===== config.mk =====
export PLATFORM = sky130hd
export DESIGN_NAME = bitty_exec_ctrl
export DESIGN_NICKNAME = d
export VERILOG_FILES = /design/src/rtl/bitty_exec_ctrl.sv
export SDC_FILE = /design/constraint.sdc
export NUM_CORES = 1
export LEC_CHECK = 0
export BUFFER_PORTS_ARGS = -buffer_cell sky130_fd_sc_hd__buf_4
export CELL_PAD_IN_SITES_DETAIL_PLACEMENT = 0
export CELL_PAD_IN_SITES_GLOBAL_PLACEMENT = 1
export CORE_ASPECT_RATIO = 1.5
export CORE_MARGIN = 2
export CORE_UTILIZATION = 48
export CTS_CLUSTER_SIZE = 16
export DETAILED_ROUTE_END_ITERATION = 8
export PLACE_DENSITY_LB_ADDON = 0.1
export SYNTH_ARGS = -nofsm -noshare
export SYNTH_HDL_FRONTEND = slang
export SYNTH_SLANG_ARGS = --single-unit

===== constraint.sdc =====
create_clock -name clk -period 3.6 [get_ports clk]
set_input_delay 1.08 -clock clk [delete_from_list [all_inputs] [get_ports clk]]
set_output_delay 1.08 -clock clk [all_outputs]
set_load 0.01 [all_outputs]

===== src/rtl/bitty_exec_ctrl.sv =====
// Bitty operand-fetch/sequencing/writeback stage with an 8-entry register file; 5 cycles per instruction, no overlap.
// instr_ready is high only in IDLE; preloads are taken only in IDLE and silently dropped otherwise.
module bitty_exec_ctrl #(
    parameter int DATA_W = 16,
    parameter int IMM_W  = 8
) (
    input  logic              clk,
    input  logic              reset,
    input  logic [15:0]       instr,
    input  logic              instr_valid,
    output logic              instr_ready,
    output logic [DATA_W-1:0] alu_a,
    output logic [DATA_W-1:0] alu_b,
    output logic [2:0]        alu_sel,
    input  logic [DATA_W-1:0] alu_result,
    output logic              done,
    output logic              err,
    input  logic              reg_wr_en,
    input  logic [2:0]        reg_wr_addr,
    input  logic [DATA_W-1:0] reg_wr_data,
    input  logic [2:0]        dbg_addr,
    output logic [DATA_W-1:0] dbg_data
);

    typedef enum logic [2:0] {
        IDLE,
        LOAD_A,
        LOAD_B,
        EXEC,
        WB
    } state_t;

    state_t            state;
    state_t            state_nxt;
    logic [15:0]       instr_q;
    logic [DATA_W-1:0] result_q;
    logic [DATA_W-1:0] regs [8];

    logic [2:0]        rx;
    logic [2:0]        ry;
    logic [2:0]        sel;
    logic [1:0]        fmt;
    logic [IMM_W-1:0]  imm;
    logic [DATA_W-1:0] imm_ext;
    logic              illegal;

    // Ry and the immediate overlap in the instruction word; the format picks one.
    assign rx      = instr_q[15:13];
    assign ry      = instr_q[12:10];
    assign imm     = instr_q[5 +: IMM_W];
    assign sel     = instr_q[4:2];
    assign fmt     = instr_q[1:0];
    assign illegal = fmt[1];
    assign imm_ext = DATA_W'(imm);

    assign instr_ready = (state == IDLE);
    assign dbg_data    = regs[dbg_addr];

    always_comb begin
        state_nxt = state;
        case (state)
            IDLE:    if (instr_valid) state_nxt = LOAD_A;
            LOAD_A:  state_nxt = illegal ? IDLE : LOAD_B;
            LOAD_B:  state_nxt = EXEC;
            EXEC:    state_nxt = WB;
            WB:      state_nxt = IDLE;
            default: state_nxt = IDLE;
        endcase
    end

    always_ff @(posedge clk) begin
        if (reset) begin
            state    <= IDLE;
            instr_q  <= '0;
            result_q <= '0;
            alu_a    <= '0;
            alu_b    <= '0;
            alu_sel  <= '0;
            done     <= 1'b0;
            err      <= 1'b0;
            for (int i = 0; i < 8; i++) regs[i] <= '0;
        end else begin
            state <= state_nxt;
            done  <= 1'b0;
            err   <= 1'b0;
            case (state)
                IDLE: begin
                    if (instr_valid) instr_q <= instr;
                    if (reg_wr_en) regs[reg_wr_addr] <= reg_wr_data;
                end
                LOAD_A: begin
                    if (illegal) begin
                        err <= 1'b1;
                    end else begin
                        alu_a   <= regs[rx];
                        alu_sel <= sel;
                    end
                end
                LOAD_B:  alu_b <= (fmt == 2'b00) ? regs[ry] : imm_ext;
                EXEC:    result_q <= alu_result;
                WB: begin
                    regs[rx] <= result_q;
                    done     <= 1'b1;
                end
                default: ;
            endcase
        end
    end

endmodule

==> results of run 1 <==
[state kept, by name, summed over array words and instances (netlist names), named ones only]
signal / flops
regs: 128
alu_a: 16
alu_b: 16
instr_q: 16
result_q: 16
alu_sel: 3
state: 3
done: 1
err: 1
[through the flow]
step / total power [mW] / hold slack [ns] / area [um2] / util, % / setup slack [ns]
after floorplan: 3.20 / 0.436 / 10300 / - / 0.110
after global placement: 3.54 / 0.437 / 11600 / 55.2 / 0.172
after detailed placement: 3.56 / 0.442 / 11600 / 55.2 / 0.168
after CTS: 5.60 / 0.455 / 12300 / 58.2 / 0.157
after global routing: 5.76 / 0.473 / 12300 / 58.2 / 0.120
final: 5.57 / 0.454 / 12300 / 58.2 / 0.157
[cells by family after synthesis]
| family | Yosys count |
|---|---|
| simple gates | 300 |
| compound gates | 105 |
| flops | 203 |
| mux | 162 |
| buf+inv | 65 |
[worst max-delay path, stage by stage]
cell and delay (ns):
buf_4 0.15, buf_12 0.16, mux4_2 0.50, mux2_2 0.31, buf_4 0.15
[power by group]
group | total, mW | switching (mW) | internal [mW]
Clock | 2.06 | 0.899 | 1.16
Combinational | 0.818 | 0.418 | 0.400
Sequential | 2.69 | 0.112 | 2.58
[cells in the final DEF, fill, tap and decap left out, types with 3 or more instances in the layout]
| cell | n |
|---|---|
| inv_1 | 3 |
| buf_4 | 155 |
| nor2b_1 | 20 |
| a211o_1 | 9 |
| nand2b_1 | 18 |
| nand2_1 | 91 |
| and3_1 | 3 |
| nor2_1 | 155 |
| dfxtp_1 | 73 |
| mux2i_1 | 40 |
| mux2_2 | 48 |
| o22ai_1 | 15 |
| a22oi_1 | 8 |
| a21oi_1 | 42 |
| mux4_2 | 74 |
| clkbuf_1 | 7 |
| a32oi_1 | 6 |
| buf_12 | 6 |
| clkbuf_16 | 21 |
| clkinv_2 | 5 |
| nor3_1 | 3 |
| o31ai_1 | 15 |
| edfxtp_1 | 128 |
[worst max-delay path by stage]
stage | endpoint | slack [ns] | depth (start not counted)
detailed placement | dbg_data[15] | 0.17 | 5
global route | dbg_data[15] | 0.12 | 5
global placement | dbg_data[15] | 0.17 | 5
floorplan | dbg_data[0] | 0.11 | 4
CTS | dbg_data[15] | 0.16 | 5
finish | dbg_data[15] | 0.16 | 5
[layer usage]
| metal | vias up | wire length (um) |
|---|---|---|
| met5 | - | 0 |
| met4 | 0 | 1280 |
| met3 | 77 | 1890 |
| met2 | 369 | 15700 |
| met1 | 3699 | 11600 |
| li1 | 3356 | - |
[layout make-up]
class	count	area [um2]
clock buffers	28	552
fillers	1761	8800
clock inverters	10	86.3
flip-flops and latches	203	5350
inverters	3	11.3
multi-input cells	567	4650
well taps	268	335
repair buffers	161	1280
==> impl_metrics.toml, run 1 <==
[outcome]
status = "completed"

[logic_synthesis]
ys_top_cells_by_area = "edfxtp_1, mux4_2, dfxtp_1, nor2_1, mux2_2"
async_reset_ff_share_pct = 0
yosys-top-cells-count = "nor2_1, edfxtp_1, nand2_1"
synth_edf_count = 128
synthAdderAreaFrac_pct = 0
ys_types = 38
ys_warn_count = 0
synth_flop_cell = "edfxtp_1"
yosysSeqAreaShare_pct = 51.8
synthSimpleGateAreaFrac_pct = 12.6
muxShareOfSynthArea_pct = 25.3
syn-mean-instance-area_um2 = 12.4
synth_cells = 835
yosysTopAreaCellShare_pct = 37.2
yosys.area_share.xor_xnor_pct = 0
syn_nets = 893
synth.most_common_cell = "nor2_1"
ys_seq_elements = 203
synth_compound_area_share_pct = 7.18
syn_area_um2 = 10300
synth_top_family_by_area = "multiplexers"
yosys.area.top_type = "edfxtp_1"

[drt]
drt-pass1-iter-count = 5
drt_iter0_markers = 746
drc = 0
ant_nets = 0
vias = 7501
wl_um = 30500
drt-vias-per-instance = 6.05
routedWlPerCell_um = 24.6

[cts]
clkTransAtPathRegs_ns = 0.06
post_cts_buffers = 0
cts_tree = "yes"
cts_max_path_buffers = 3
clock_sinks = 203
clock_latency_ns = 0.50
cts_htree_levels = 1
holdBufCountCts = 0
cts_root_buffer = "clkbuf_16"
cts_buffers = 21
cts_resized = 0

[timing]
fin_tns_setup_ns = 0
layout_min_cycle_time_ns = 3.44
slew_headroom_pct = 26.2
finalMaxSlewViolations = 0
setup_viol = 0
max_freq_mhz = 290
tightest_slew_ns = 1.11
clock_skew_ns = 0.0141
rsz0062_at_grt = "no"
hold_viol = 0
min_period_over_period_pct = 95.6

[grt]
grt_max_degree = 46
grt_pass1_wl_um = 45700
grtUsageTotal_pct = 27.4
grt_util_met3_pct = 2.95
antenna_found_initial = 0
grt_overflow = 0
grt_use_met2_pct = 47.1
use_met1_pct = 34.6
grt_pass1_vias = 7713
top_usage_layer = "met2"

[place]
dp_hpwl_um = 21100
dp.cells = 1202
gp_congestion = 0.920
io_buffers = 111

[final_layout]
instances_no_fill = 1240
nNetsFinal = 1015
area_growth_pct = 18.8
n_antenna_cell = 0
drive_above_1_share_pct = 33.5

[floorplan]
core_area_um2 = 21100
initial_core_util_pct = 49.0
num_io_pins = 112
die_area_um2 = 22700
die_h_um = 184
fp.dieW_um = 124
num_rows = 65

[flow_run]
max-cap-violations = 0

[pwr]
ir_drop_mv = 0.294
power.density_nw_per_um2 = 454
p_leak_nw = 4.47

[worst_setup_path]
reg2reg_depth = 3
crit_required_ns = 2.52
r2r-start = "instr_q[13]$_SDFFE_PP0N_"
reg2reg_slack_ns = 1.15
worstPathArrival_ns = 2.36
crit_type = "input pin to output port"
critPathLaunchType = "input pin"
r2r-end = "alu_a[10]$_SDFFE_PP0P_"
worst-path-max-fanout = 11
crit_start = "dbg_addr[0]"
end_kind = "output port"

[worst_hold_path]
hp-class = "flip-flop to flip-flop"
hold_depth = 2
worstHoldStart = "alu_a[8]$_SDFFE_PP0P_"
hold_end = "alu_a[8]$_SDFFE_PP0P_"
No activity file was read; power rests on OpenSTA's default activity.
==> run 2: changes to the inputs <==
--- a/config.mk
+++ b/config.mk
@@ -14,6 +14,7 @@
 export CTS_CLUSTER_SIZE = 16
 export DETAILED_ROUTE_END_ITERATION = 8
 export PLACE_DENSITY_LB_ADDON = 0.1
+export SKIP_LAST_GASP = 1
 export SYNTH_ARGS = -nofsm -noshare
 export SYNTH_HDL_FRONTEND = slang
 export SYNTH_SLANG_ARGS = --single-unit
==> constraint.sdc (replaced) <==
create_clock -name clk -period 3.6 [get_ports clk]
set_input_delay 0.18 -clock clk [delete_from_list [all_inputs] [get_ports clk]]
set_output_delay 0.18 -clock clk [all_outputs]
set_load 0.01 [all_outputs]
==> run 2 against run 1 <==
Critical path depth up 1; sequential share of layout area shrank 0.71 points; combinational power grew 2%; wire length increased by 2.0%.
==> impl_metrics.toml, run 2 (same netlist as run 1, synthesis figures left out) <==
[place]
io_buffers = 111
placed_area_um2 = 11400
post-place-ws_ns = 1.02
dp_hpwl_um = 21600
gp_congestion = 0.915

[pwr]
power.density_nw_per_um2 = 467
swShare_pct = 24.5
p_total_mw = 5.82
p_comb_share_pct = 14.3
power.switching_mw = 1.43
p_clk_share_pct = 39.4
ir_drop_mv = 0.314
seqPwrFrac_pct = 46.3
p_int_mw = 4.39
p_leak_nw = 4.53

[grt]
grt_max_degree = 35
antenna_found_initial = 0
grtUsageTotal_pct = 27.8
grt_pass1_wl_um = 46200
grt_overflow = 0
grt_pass1_vias = 7888

[worst_hold_path]
hold_depth = 2
hp-class = "input pin to flip-flop"

[drt]
drc = 0
drt-vias-per-instance = 6.09
drt-pass1-iter-count = 6
vias = 7619
wl_um = 31100
routedWlPerCell_um = 24.9
drt_iter0_markers = 914
ant_nets = 0

[final_layout]
n_antenna_cell = 0
area_growth_pct = 20.8
nNetsFinal = 1027
largest_register_ffs = 128
final_cell_mix = "nor2_1, buf_4, edfxtp_1"
drive_above_1_share_pct = 31.5
layout_commonest_cell = "nor2_1"
top_register = "regs"
final_cell_area_um2 = 12500

[floorplan]
core_area_um2 = 21100
fp.dieW_um = 124
num_io_pins = 112
die_h_um = 184
initial_core_util_pct = 49.0
num_rows = 65
die_area_um2 = 22700

[timing]
layout_min_cycle_time_ns = 2.56
clock_skew_ns = 0.0166
finalMaxSlewViolations = 0
setup_viol = 0
slew_headroom_pct = 19.4
hold_viol = 0
layout_setup_ws_ns = 1.04
min_period_over_period_pct = 71.2
max_freq_mhz = 390
tightest_slew_ns = 1.21
fin_tns_setup_ns = 0
rsz0062_at_grt = "no"

[cts]
cts_max_path_buffers = 3
clock_sinks = 203
cts_buffers = 21
post_cts_buffers = 0
cts_resized = 0
cts_root_buffer = "clkbuf_16"
clock_latency_ns = 0.50
clkTransAtPathRegs_ns = 0.06
cts_tree = "yes"
cts_htree_levels = 1

[worst_setup_path]
critPathMaxStageDelay_ns = 0.55
crit_slowest_cell = "dfxtp_1"
reg2reg_depth = 6
critPathLaunchType = "flip-flop"
end_kind = "flip-flop"
crit_required_ns = 3.83
worst-path-max-fanout = 17
worstPathArrival_ns = 2.80
crit_path_cell_trace = "nor2_1 > and4b_1 > a32oi_2 > buf_4 > nand2b_1 > buf_4"
cp_common_cell = "buf_4"
crit_type = "flip-flop to flip-flop"

[outcome]
status = "completed"

[flow_run]
max-cap-violations = 0
-- run 2: cell count changes in the layout (fill, tap and decap cells not counted), sizes merged --
cell	delta
dlygate4sd3	+32
buf	-20
bufinv	+2
clkbuf	+2
clkinv	-2
inv	-2
clkinvlp	-1
-- run 2: path summary, 6_finish.rpt --
path,start,endpoint,slack [ns]
max,state[1]$_SDFFE_PP0P_,regs[0][11]$_SDFFCE_PN0P_,1.04
min,reset,alu_b[13]$_SDFFE_PP0P_,0.12
max reg2reg,state[1]$_SDFFE_PP0P_,regs[0][11]$_SDFFCE_PN0P_,1.04
min reg2reg,alu_a[3]$_SDFFE_PP0P_,alu_a[3]$_SDFFE_PP0P_,0.45
-- run 2: power groups by stage --
stage                     registers [mW]  logic, mW  clock network [mW]
after global routing                2.70      0.883                2.41
after floorplan                     2.69      0.516                   0
final                               2.69      0.831                2.29
after detailed placement            2.74      0.802                   0
after global placement              2.73      0.790                   0
after CTS                           2.69      0.832                2.32
-- run 2: final cells by class --
| type | instances | area (um2) |
|---|---|---|
| sequential | 203 | 5350 |
| clock inverter | 7 | 113 |
| timing repair buffer | 173 | 1390 |
| tap | 268 | 335 |
| fill | 1729 | 8590 |
| inverter | 3 | 11.3 |
| multi-input combinational | 567 | 4650 |
| clock buffer | 30 | 619 |
-- run 2: metal layers --
layer / vias up / track usage [%] / part of all wire, %
li1: 3378 / - / -
met1: 3769 / 35.4 / 38
met2: 407 / 47.7 / 51
met3: 65 / 3.60 / 8.1
met4: 0 / 11.2 / 3.5
met5: - / 0 / 0
-- run 2: through the flow --
step	hold slack, ns	utilization (%)	instances
after floorplan	0.316	-	835
after global placement	0.427	54.2	1182
after detailed placement	0.440	54.2	1182
after CTS	0.0935	59.2	1251
after global routing	0.132	59.2	1251
final	0.119	59.2	1251
-- run 2: timing repair --
action,4_1_cts,5_1_grt
setup endpoints to repair,0,0
hold buffers,32,0
hold endpoints to repair,35,0
-- run 2: worst max-delay path, delay by kind of cell, from the launching register on --
family                 cells  cell delay, ns
AOI/OAI and AO/OA          1            0.24
buffers and inverters      2            0.65
DFF                        1            0.55
and+or+nand+nor            3            0.85
